### src/rtl/elevator_display_ctrl_pkg.sv
// elevator_display_ctrl_pkg: shared symbol codes, status encodings and the
// animation state type used by the display sequencer and the SSD decoder.
//   Contents: CODE_* symbol codes, MOTION_*/DOOR_* input encodings, anim_e,
//   and small helpers that map status to symbol codes.
package elevator_display_ctrl_pkg;

    localparam logic [3:0] CODE_OPEN   = 4'd0;
    localparam logic [3:0] CODE_UP_PTR = 4'd5;
    localparam logic [3:0] CODE_DASH   = 4'd6;
    localparam logic [3:0] CODE_DN_PTR = 4'd7;
    localparam logic [3:0] CODE_BAR_HI = 4'd10;
    localparam logic [3:0] CODE_BAR_LO = 4'd11;
    localparam logic [3:0] CODE_CLOSE  = 4'd12;
    localparam logic [3:0] CODE_BLANK  = 4'd15;

    localparam logic [1:0] MOTION_IDLE = 2'b00;
    localparam logic [1:0] MOTION_UP   = 2'b01;
    localparam logic [1:0] MOTION_DOWN = 2'b10;

    localparam logic [1:0] DOOR_CLOSED  = 2'b00;
    localparam logic [1:0] DOOR_OPEN    = 2'b01;
    localparam logic [1:0] DOOR_OPENING = 2'b10;
    localparam logic [1:0] DOOR_CLOSING = 2'b11;

    typedef enum logic [1:0] {
        ANIM_LOW  = 2'd0,
        ANIM_MID  = 2'd1,
        ANIM_HIGH = 2'd2
    } anim_e;

    // The reserved motion code 11 behaves exactly like idle everywhere.
    function automatic logic [1:0] motion_norm(input logic [1:0] m);
        return (m == 2'b11) ? MOTION_IDLE : m;
    endfunction

    function automatic logic [3:0] door_code(input logic [1:0] door, input logic blink);
        case (door)
            DOOR_CLOSED:  return CODE_CLOSE;
            DOOR_OPEN:    return CODE_OPEN;
            DOOR_OPENING: return blink ? CODE_BLANK : CODE_OPEN;
            DOOR_CLOSING: return blink ? CODE_BLANK : CODE_CLOSE;
            default:      return CODE_BLANK;
        endcase
    endfunction

    function automatic logic [3:0] bar_code(input anim_e s);
        return (s == ANIM_LOW) ? CODE_BAR_LO : (s == ANIM_HIGH) ? CODE_BAR_HI : CODE_DASH;
    endfunction

    function automatic logic [3:0] ptr_code(input logic [1:0] m);
        return (m == MOTION_UP) ? CODE_UP_PTR : (m == MOTION_DOWN) ? CODE_DN_PTR : CODE_DASH;
    endfunction

    function automatic logic [3:0] floor_code(input logic [2:0] f);
        return (f >= 3'd1 && f <= 3'd4) ? {1'b0, f} : CODE_BLANK;
    endfunction

    function automatic anim_e anim_step(input anim_e s, input logic [1:0] m);
        if (m == MOTION_UP)
            return (s == ANIM_LOW) ? ANIM_MID : (s == ANIM_MID) ? ANIM_HIGH : ANIM_LOW;
        if (m == MOTION_DOWN)
            return (s == ANIM_HIGH) ? ANIM_MID : (s == ANIM_MID) ? ANIM_LOW : ANIM_HIGH;
        return ANIM_MID;
    endfunction

endpackage

### src/rtl/elevator_display_ctrl_if.sv
// elevator_display_ctrl_if: elevator status in, multiplexed display out.
//   floor[2:0], motion[1:0], door_state[1:0] : status from the elevator FSM
//   digit_code[3:0], an[3:0]                  : symbol code and active-low digit enables
//   master = elevator/decoder side, slave = display sequencer.
interface elevator_display_ctrl_if;
    logic [2:0] floor;
    logic [1:0] motion;
    logic [1:0] door_state;
    logic [3:0] digit_code;
    logic [3:0] an;
    modport master (output floor, motion, door_state, input digit_code, an);
    modport slave (input floor, motion, door_state, output digit_code, an);
endinterface

### src/rtl/elevator_display_ctrl_tick_gen.sv
// elevator_display_ctrl_tick_gen: one-cycle pulse every N clocks.
//   clk, rst_n : clock, asynchronous active-low reset
//   clr_i      : restart the count at 0 on the next edge
//   tick_o     : high during the last cycle of each N-cycle period
module elevator_display_ctrl_tick_gen #(
    parameter int N = 4
) (
    input  logic clk,
    input  logic rst_n,
    input  logic clr_i,
    output logic tick_o
);
    localparam int W = $clog2(N);
    logic [W-1:0] cnt_q, cnt_d;
    assign tick_o = (cnt_q == W'(N - 1));
    always_comb cnt_d = (clr_i || tick_o) ? '0 : cnt_q + 1'b1;
    always_ff @(posedge clk or negedge rst_n) begin
        if (!rst_n) cnt_q <= '0;
        else        cnt_q <= cnt_d;
    end
endmodule

### src/rtl/elevator_display_ctrl.sv
// elevator_display_ctrl: sequences floor, direction, motion bar and door glyph
// onto a 4-digit multiplexed seven-segment display.
//   clk, rst_n : clock, asynchronous active-low reset
//   bus        : slave side of elevator_display_ctrl_if (status in, code/an out)
//   Slots: 0 door glyph (live), 1 motion bar, 2 direction pointer, 3 floor.
module elevator_display_ctrl
    import elevator_display_ctrl_pkg::*;
#(
    parameter int SCAN_TICKS = 100000,
    parameter int ANIM_TICKS = 25000000
) (
    input  logic                    clk,
    input  logic                    rst_n,
    elevator_display_ctrl_if.slave  bus
);
    logic       scan_tick, anim_tick, load, step;
    logic [1:0] mot;
    logic [1:0] slot_q, slot_d;
    logic [3:0] an_q, an_d, code_q, code_d;
    logic       blink_q, blink_d;
    logic [1:0] mot_prev_q, mot_prev_d;
    logic [2:0] snap_floor_q, snap_floor_d;
    logic [1:0] snap_motion_q, snap_motion_d;
    anim_e      anim_q, anim_d;

    elevator_display_ctrl_tick_gen #(.N(SCAN_TICKS)) u_scan (
        .clk(clk), .rst_n(rst_n), .clr_i(1'b0), .tick_o(scan_tick)
    );

    // A direction load restarts the animation period so the loaded state is held a full step.
    elevator_display_ctrl_tick_gen #(.N(ANIM_TICKS)) u_anim (
        .clk(clk), .rst_n(rst_n), .clr_i(load), .tick_o(anim_tick)
    );

    always_comb begin
        mot        = motion_norm(bus.motion);
        load       = (mot != mot_prev_q) && (mot != MOTION_IDLE);
        step       = anim_tick && !load;
        mot_prev_d = mot;
        anim_d     = anim_q;
        if (mot == MOTION_IDLE) anim_d = ANIM_MID;
        else if (load)          anim_d = (mot == MOTION_UP) ? ANIM_LOW : ANIM_HIGH;
        else if (step)          anim_d = anim_step(anim_q, mot);
        // Steady door states pin the phase so the next blink starts visible.
        blink_d = !bus.door_state[1] ? 1'b0 : (step ? ~blink_q : blink_q);
    end

    always_comb begin
        slot_d        = scan_tick ? slot_q + 2'd1 : slot_q;
        an_d          = an_q;
        code_d        = code_q;
        snap_floor_d  = snap_floor_q;
        snap_motion_d = snap_motion_q;
        if (scan_tick) begin
            an_d   = ~(4'b0001 << slot_d);
            code_d = (slot_d == 2'd0) ? door_code(bus.door_state, blink_q) :
                     (slot_d == 2'd1) ? bar_code(anim_q) :
                     (slot_d == 2'd2) ? ptr_code(snap_motion_q) : floor_code(snap_floor_q);
            if (slot_d == 2'd0) begin
                snap_floor_d  = bus.floor;
                snap_motion_d = mot;
            end
        end
    end

    always_ff @(posedge clk or negedge rst_n) begin
        if (!rst_n) begin
            slot_q        <= 2'd3;
            an_q          <= 4'b1111;
            code_q        <= CODE_BLANK;
            blink_q       <= 1'b0;
            mot_prev_q    <= MOTION_IDLE;
            snap_floor_q  <= 3'd0;
            snap_motion_q <= MOTION_IDLE;
            anim_q        <= ANIM_MID;
        end else begin
            slot_q        <= slot_d;
            an_q          <= an_d;
            code_q        <= code_d;
            blink_q       <= blink_d;
            mot_prev_q    <= mot_prev_d;
            snap_floor_q  <= snap_floor_d;
            snap_motion_q <= snap_motion_d;
            anim_q        <= anim_d;
        end
    end

    assign bus.an         = an_q;
    assign bus.digit_code = code_q;
endmodule
### src/flat_wrapper.sv
// flat-port wrapper written by rule: the top's interface ports become plain ports
module elevator_display_ctrl_flat import elevator_display_ctrl_pkg::*;
#(
    parameter int SCAN_TICKS = 100000,
    parameter int ANIM_TICKS = 25000000
)
  (clk, rst_n, bus_floor, bus_motion, bus_door_state, bus_digit_code, bus_an);
  elevator_display_ctrl_if bus_i ();
  input  logic clk;
  input  logic rst_n;
  input wire logic [$bits(bus_i.floor)-1:0] bus_floor;
  input wire logic [$bits(bus_i.motion)-1:0] bus_motion;
  input wire logic [$bits(bus_i.door_state)-1:0] bus_door_state;
  output wire logic [$bits(bus_i.digit_code)-1:0] bus_digit_code;
  output wire logic [$bits(bus_i.an)-1:0] bus_an;
  assign bus_i.floor = bus_floor;
  assign bus_i.motion = bus_motion;
  assign bus_i.door_state = bus_door_state;
  assign bus_digit_code = bus_i.digit_code;
  assign bus_an = bus_i.an;
  elevator_display_ctrl #(.SCAN_TICKS(SCAN_TICKS), .ANIM_TICKS(ANIM_TICKS)) u_core (.clk(clk), .rst_n(rst_n), .bus(bus_i));
endmodule
### config.mk
export PLATFORM = sky130hd
export DESIGN_NAME = elevator_display_ctrl_flat
export DESIGN_NICKNAME = d
export VERILOG_FILES = /design/src/rtl/elevator_display_ctrl_pkg.sv /design/src/rtl/elevator_display_ctrl_if.sv /design/src/rtl/elevator_display_ctrl_tick_gen.sv /design/src/rtl/elevator_display_ctrl.sv /design/src/flat_wrapper.sv
export SDC_FILE = /design/constraint.sdc
export NUM_CORES = 1
export LEC_CHECK = 0
export CAP_MARGIN = 25
export CORE_MARGIN = 2
export CORE_UTILIZATION = 25
export DETAILED_ROUTE_END_ITERATION = 7
export HOLD_SLACK_MARGIN = 0.06
export SLEW_MARGIN = 20
export SYNTH_ARGS = -nofsm -noshare
export SYNTH_HDL_FRONTEND = slang
export SYNTH_SLANG_ARGS = --single-unit
### constraint.sdc
create_clock -name clk -period 2.9 [get_ports clk]
set_clock_uncertainty 0.2 [all_clocks]
set_input_delay 0.29 -clock clk [delete_from_list [all_inputs] [get_ports clk]]
set_output_delay 0.29 -clock clk [all_outputs]
set_load 0.01 [all_outputs]
==> results.rst, run 1 <==
.. list-table::
   :header-rows: 1

   * - Metric
     - Value
   * - Run status
     - finished clean
   * - Number of clock buffers inserted by TritonCTS
     - 9
   * - Vias per cell
     - between 4 and 5
   * - Overall die height
     - about 120 µm
   * - I/O pin count
     - 17
   * - Total of warnings raised by yosys
     - 0
   * - Hold violation total from the final report
     - 0
   * - Die Footprint
     - about 0.014 mm²
   * - Largest area contributor in the synthesized netlist
     - sky130_fd_sc_hd__dfrtp_1
   * - Min-Delay Path Class
     - flop to flop
   * - Congestion Overflow GR
     - 0
   * - Synth-to-Final Area Change
     - 21.01%
   * - Drt first pass iters
     - 4
   * - Clock tree root buffer cell
     - sky130_fd_sc_hd__clkbuf_16
   * - Clock tree from TritonCTS
     - built
   * - Largest net degree at the start of global routing
     - 35
   * - Shortest clock period the worst path allows after layout
     - roughly 2.5 ns
   * - Average wire per cell in the routed design
     - 12.52 µm
   * - Cells after synthesis
     - between 300 and 400
   * - Cell types with the largest area share after synthesis
     - sky130_fd_sc_hd__dfrtp_1, sky130_fd_sc_hd__dfstp_2, sky130_fd_sc_hd__xnor2_1, sky130_fd_sc_hd__nand3_1, sky130_fd_sc_hd__xor2_1
   * - Worst slew margin
     - 0.5143
   * - Switching power
     - 519.6 µW
   * - Share of synthesized area occupied by flip-flops and latches
     - 0.4877
   * - Final cell count without fillers
     - 512
   * - Share of total power in combinational logic
     - 0.069
   * - Required @ worst endpoint
     - 2.91 ns
   * - Hold Path Sink
     - u_core.u_scan.cnt_q[0]$_DFF_PN0_
   * - Final period utilization
     - 0.8619
   * - Clock transition at path regs
     - about 0.06 ns
   * - Crit path launch type
     - flop
   * - Setup repair after global routing missed its margin
     - false
   * - Achievable frequency
     - roughly 400 MHz
   * - Clock share of power
     - 0.504
   * - # setup viols final
     - 0
   * - Count of distinct cell types in the synthesized netlist
     - 46
   * - Final antenna-violating net count
     - 0
   * - Via count of the first global-routing pass
     - ~2400
   * - Number of enable flip-flop cells after synthesis
     - 0
   * - Die outline width
     - roughly 120 µm
   * - Initial antenna violation count
     - 0
   * - # rows
     - 41
   * - Antenna diode count
     - 0
   * - Wire length of the first global-routing pass
     - roughly 11 mm
   * - Num Clock Sinks
     - a little over 60
   * - Internal power component
     - 1654 µW
   * - Sequential Power Share
     - 0.427
   * - Top FF cell, synth
     - sky130_fd_sc_hd__dfrtp_1
   * - Routability congestion estimate
     - 0.7667
   * - Capturing point of the worst reg2reg path
     - u_core.u_anim.cnt_q[10]$_DFF_PN0_
   * - HPWL reported at the end of detailed placement
     - approximately 4.4 mm
   * - 1st-iter DRT viols
     - 117
   * - Fraction of power spent switching nets
     - 0.2391
   * - H-tree depth
     - 3
   * - Worst slew pin tran
     - between 0.7 and 0.8 ns
   * - Fraction of synthesized cell area taken by the top area cell type
     - 0.3977
   * - R2r worst-path depth
     - 5
   * - Placed cell count
     - roughly 500
   * - Total via count in the routed design
     - between 2000 and 2500
   * - Filler Cells Inserted
     - 1302
   * - Core area
     - between 0.01 and 0.015 mm²
   * - Clk Latency, worst-skew pair
     - between 0.3 and 0.4 ns
   * - Peak fanout along the critical path
     - 16
   * - Number of I/O port buffers
     - 16
   * - Proportion of layout cells with a drive suffix above 1
     - 0.1382
   * - Share of async-settable or async-resettable flops after synthesis
     - 1.000
   * - Startpoint of the most critical hold path
     - u_core.u_scan.cnt_q[0]$_DFF_PN0_
   * - Number of nets in the layout
     - between 300 and 400
   * - Max-cap viol count
     - 0
   * - Final count of pins violating max slew
     - 0
   * - Cell area after synthesis
     - around 0.0032 mm²
   * - Remaining design rule violation count
     - 0
   * - Routed wire length
     - ~6.4 mm
   * - Setup Crit Path Kind
     - flop to flop
   * - Global-route total usage across every layer
     - 0.09819
   * - LEAKAGE
     - roughly 0.0016 µW
   * - Max rail drop VDD
     - 0.0003416 V
   * - Power per cell area
     - between 500 and 600 mW/mm²
   * - Buffer depth of the longest clock path
     - 2
   * - Summed negative setup slack over all endpoints
     - 0 ns
   * - Synthesized Nets
     - between 300 and 400
   * - Beginning of the worst register-to-register path
     - u_core.u_anim.cnt_q[15]$_DFF_PN0_
   * - WHS Path Cells
     - 1
   * - Critical Path AT
     - 2.51 ns
   * - Post-synthesis area per instance
     - roughly 10 µm²
   * - Starting density of the core
     - 0.2554
   * - Internal reg-to-reg setup slack
     - approximately 0.40 ns
   * - Kind of capture point of the worst setup path
     - flop
   * - Register bit total from synthesis
     - 62
-- critical path, cell delays in order, from the launching register on --
cell                        delay, ns
sky130_fd_sc_hd__dfrtp_1         0.45
sky130_fd_sc_hd__or4_1           0.54
sky130_fd_sc_hd__nor4_2          0.47
sky130_fd_sc_hd__o2bb2ai_2       0.33
sky130_fd_sc_hd__buf_4           0.32
sky130_fd_sc_hd__nor2_1          0.08
-- placed cells by master (no fill, tap or decap), drive strengths merged, types with 2 or more instances in the layout --
master and count:
a21oi 14, and2 3, and3 9, and4 7, buf 5, clkbuf 10, clkdlybuf4s50 15, clkinvlp 2
dfrtp 51, dfstp 11, ha 9, inv 12, mux2 10, mux2i 3, nand2 19, nand2b 4
nand3 24, nand4 9, nor2 27, nor2b 3, nor3 2, nor4 3, o211ai 2, o21a 2
o21ai 14, o31ai 6, or3 10, or4 8, xnor2 16, xor2 13
-- layer usage --
metal	wire length (µm)	track usage	up-vias
met1	3125	0.1253	1196
met4	167	0.05497	0
met5	0	0	-
li1	-	-	1172
met2	2981	0.1594	38
met3	137	0.01459	12
-- cell usage after synthesis (all sizes together) (2+ instances only) --
master / count
clkbuf: 6
o21ai: 14
mux2: 10
mux2i: 3
nand3: 24
o211ai: 2
or3: 10
inv: 10
nor3: 2
xor2: 13
or4: 8
o31ai: 6
nor2b: 3
xnor2: 16
dfstp: 11
nand4: 9
ha: 9
dfrtp: 51
nand2: 19
buf: 4
nor4: 3
nor2: 27
and3: 9
nand2b: 4
a21oi: 14
and2: 3
and4: 7
o21a: 2
-- flip-flops by register name, summed over array words and instances (netlist names) --
signal	count
u_core.bus.digit_code	4
u_core.slot_q	2
u_core.snap_motion_q	2
u_core.bus.an	4
u_core.u_scan.cnt_q	17
u_core.anim_q	2
u_core.snap_floor_q	3
u_core.mot_prev_q	2
u_core.blink_q	1
u_core.u_anim.cnt_q	25
-- layout make-up --
| type | count | area (µm²) | area share |
|---|---|---|---|
| Tap cell | 172 | 215.2 | 0.05541 |
| Clock inverter | 6 | 67.56 | 0.01740 |
| Inverter | 10 | 37.54 | 0.009665 |
| Sequential cell | 62 | 1565 | 0.4030 |
| Multi-Input combinational cell | 231 | 1551 | 0.3995 |
| Clock buffer | 10 | 239.0 | 0.06153 |
| Timing Repair Buffer | 21 | 207.7 | 0.05348 |
-- power groups by stage --
stage,logic [µW],clock network (µW),registers [µW]
3_5_place_dp,151,0,942
3_3_place_gp,147,0,941
6_report,149,1100,928
4_1_cts,153,1120,927
2_1_floorplan,101,0,935
5_1_grt,176,1160,932
-- worst max-delay path by stage --
stage | startpoint | endpoint | slack, ns | cells after the start
5_1_grt | u_core.u_anim.cnt_q[15]$_DFF_PN0_ | u_core.u_anim.cnt_q[15]$_DFF_PN0_ | 0.23 | 5
2_1_floorplan | u_core.u_anim.cnt_q[15]$_DFF_PN0_ | u_core.u_anim.cnt_q[23]$_DFF_PN0_ | 0.80 | 5
4_1_cts | u_core.u_anim.cnt_q[15]$_DFF_PN0_ | u_core.u_anim.cnt_q[10]$_DFF_PN0_ | 0.41 | 5
3_3_place_gp | bus_motion[0] | u_core.u_anim.cnt_q[9]$_DFF_PN0_ | 0.32 | 8
6_report | u_core.u_anim.cnt_q[15]$_DFF_PN0_ | u_core.u_anim.cnt_q[10]$_DFF_PN0_ | 0.40 | 5
3_5_place_dp | bus_motion[0] | u_core.u_anim.cnt_q[13]$_DFF_PN0_ | 0.24 | 8
-- stage by stage --
stage | hold WS (ns) | utilization | total power (µW) | setup slack, ns | instance area [µm²]
finish | 0.2762 | 0.3090 | 2173 | 0.4005 | 3884
CTS | 0.2785 | 0.3090 | 2203 | 0.4082 | 3884
global placement | 0.1913 | 0.2838 | 1088 | 0.3225 | 3567
global route | 0.2997 | 0.3090 | 2263 | 0.2265 | 3884
detailed placement | 0.1986 | 0.2838 | 1093 | 0.2368 | 3567
floorplan | -0.2056 | - | 1036 | 0.8011 | 3209
-- logic make-up after synthesis --
group | after synthesis | share of synthesized area
and+or+nand+nor | 131 | 0.2253
muxes | 13 | 0.04445
xor gates and xnor gates | 29 | 0.07914
AOI/OAI and AO/OA | 49 | 0.09942
DFF | 62 | 0.4877
buffers and inverters | 20 | 0.02885
adders and majority gates | 9 | 0.03509
-- timing repair --
item / in CTS / in global routing
setup buffers: 0 / 0
resized for setup: 0 / 0
hold buffers: 1 / 0
hold endpoints to repair: 27 / 0
(Power assumes the default switching activity.)
==> run 2, diff against run 1 <==
--- a/config.mk
+++ b/config.mk
@@ -8,6 +8,7 @@
 export CAP_MARGIN = 25
 export CORE_MARGIN = 2
 export CORE_UTILIZATION = 25
+export CTS_CLUSTER_DIAMETER = 150
 export DETAILED_ROUTE_END_ITERATION = 7
 export HOLD_SLACK_MARGIN = 0.06
 export SLEW_MARGIN = 20
==> results of run 2 <==
No change in the layout: final DEF, timing and power equal those of run 1.
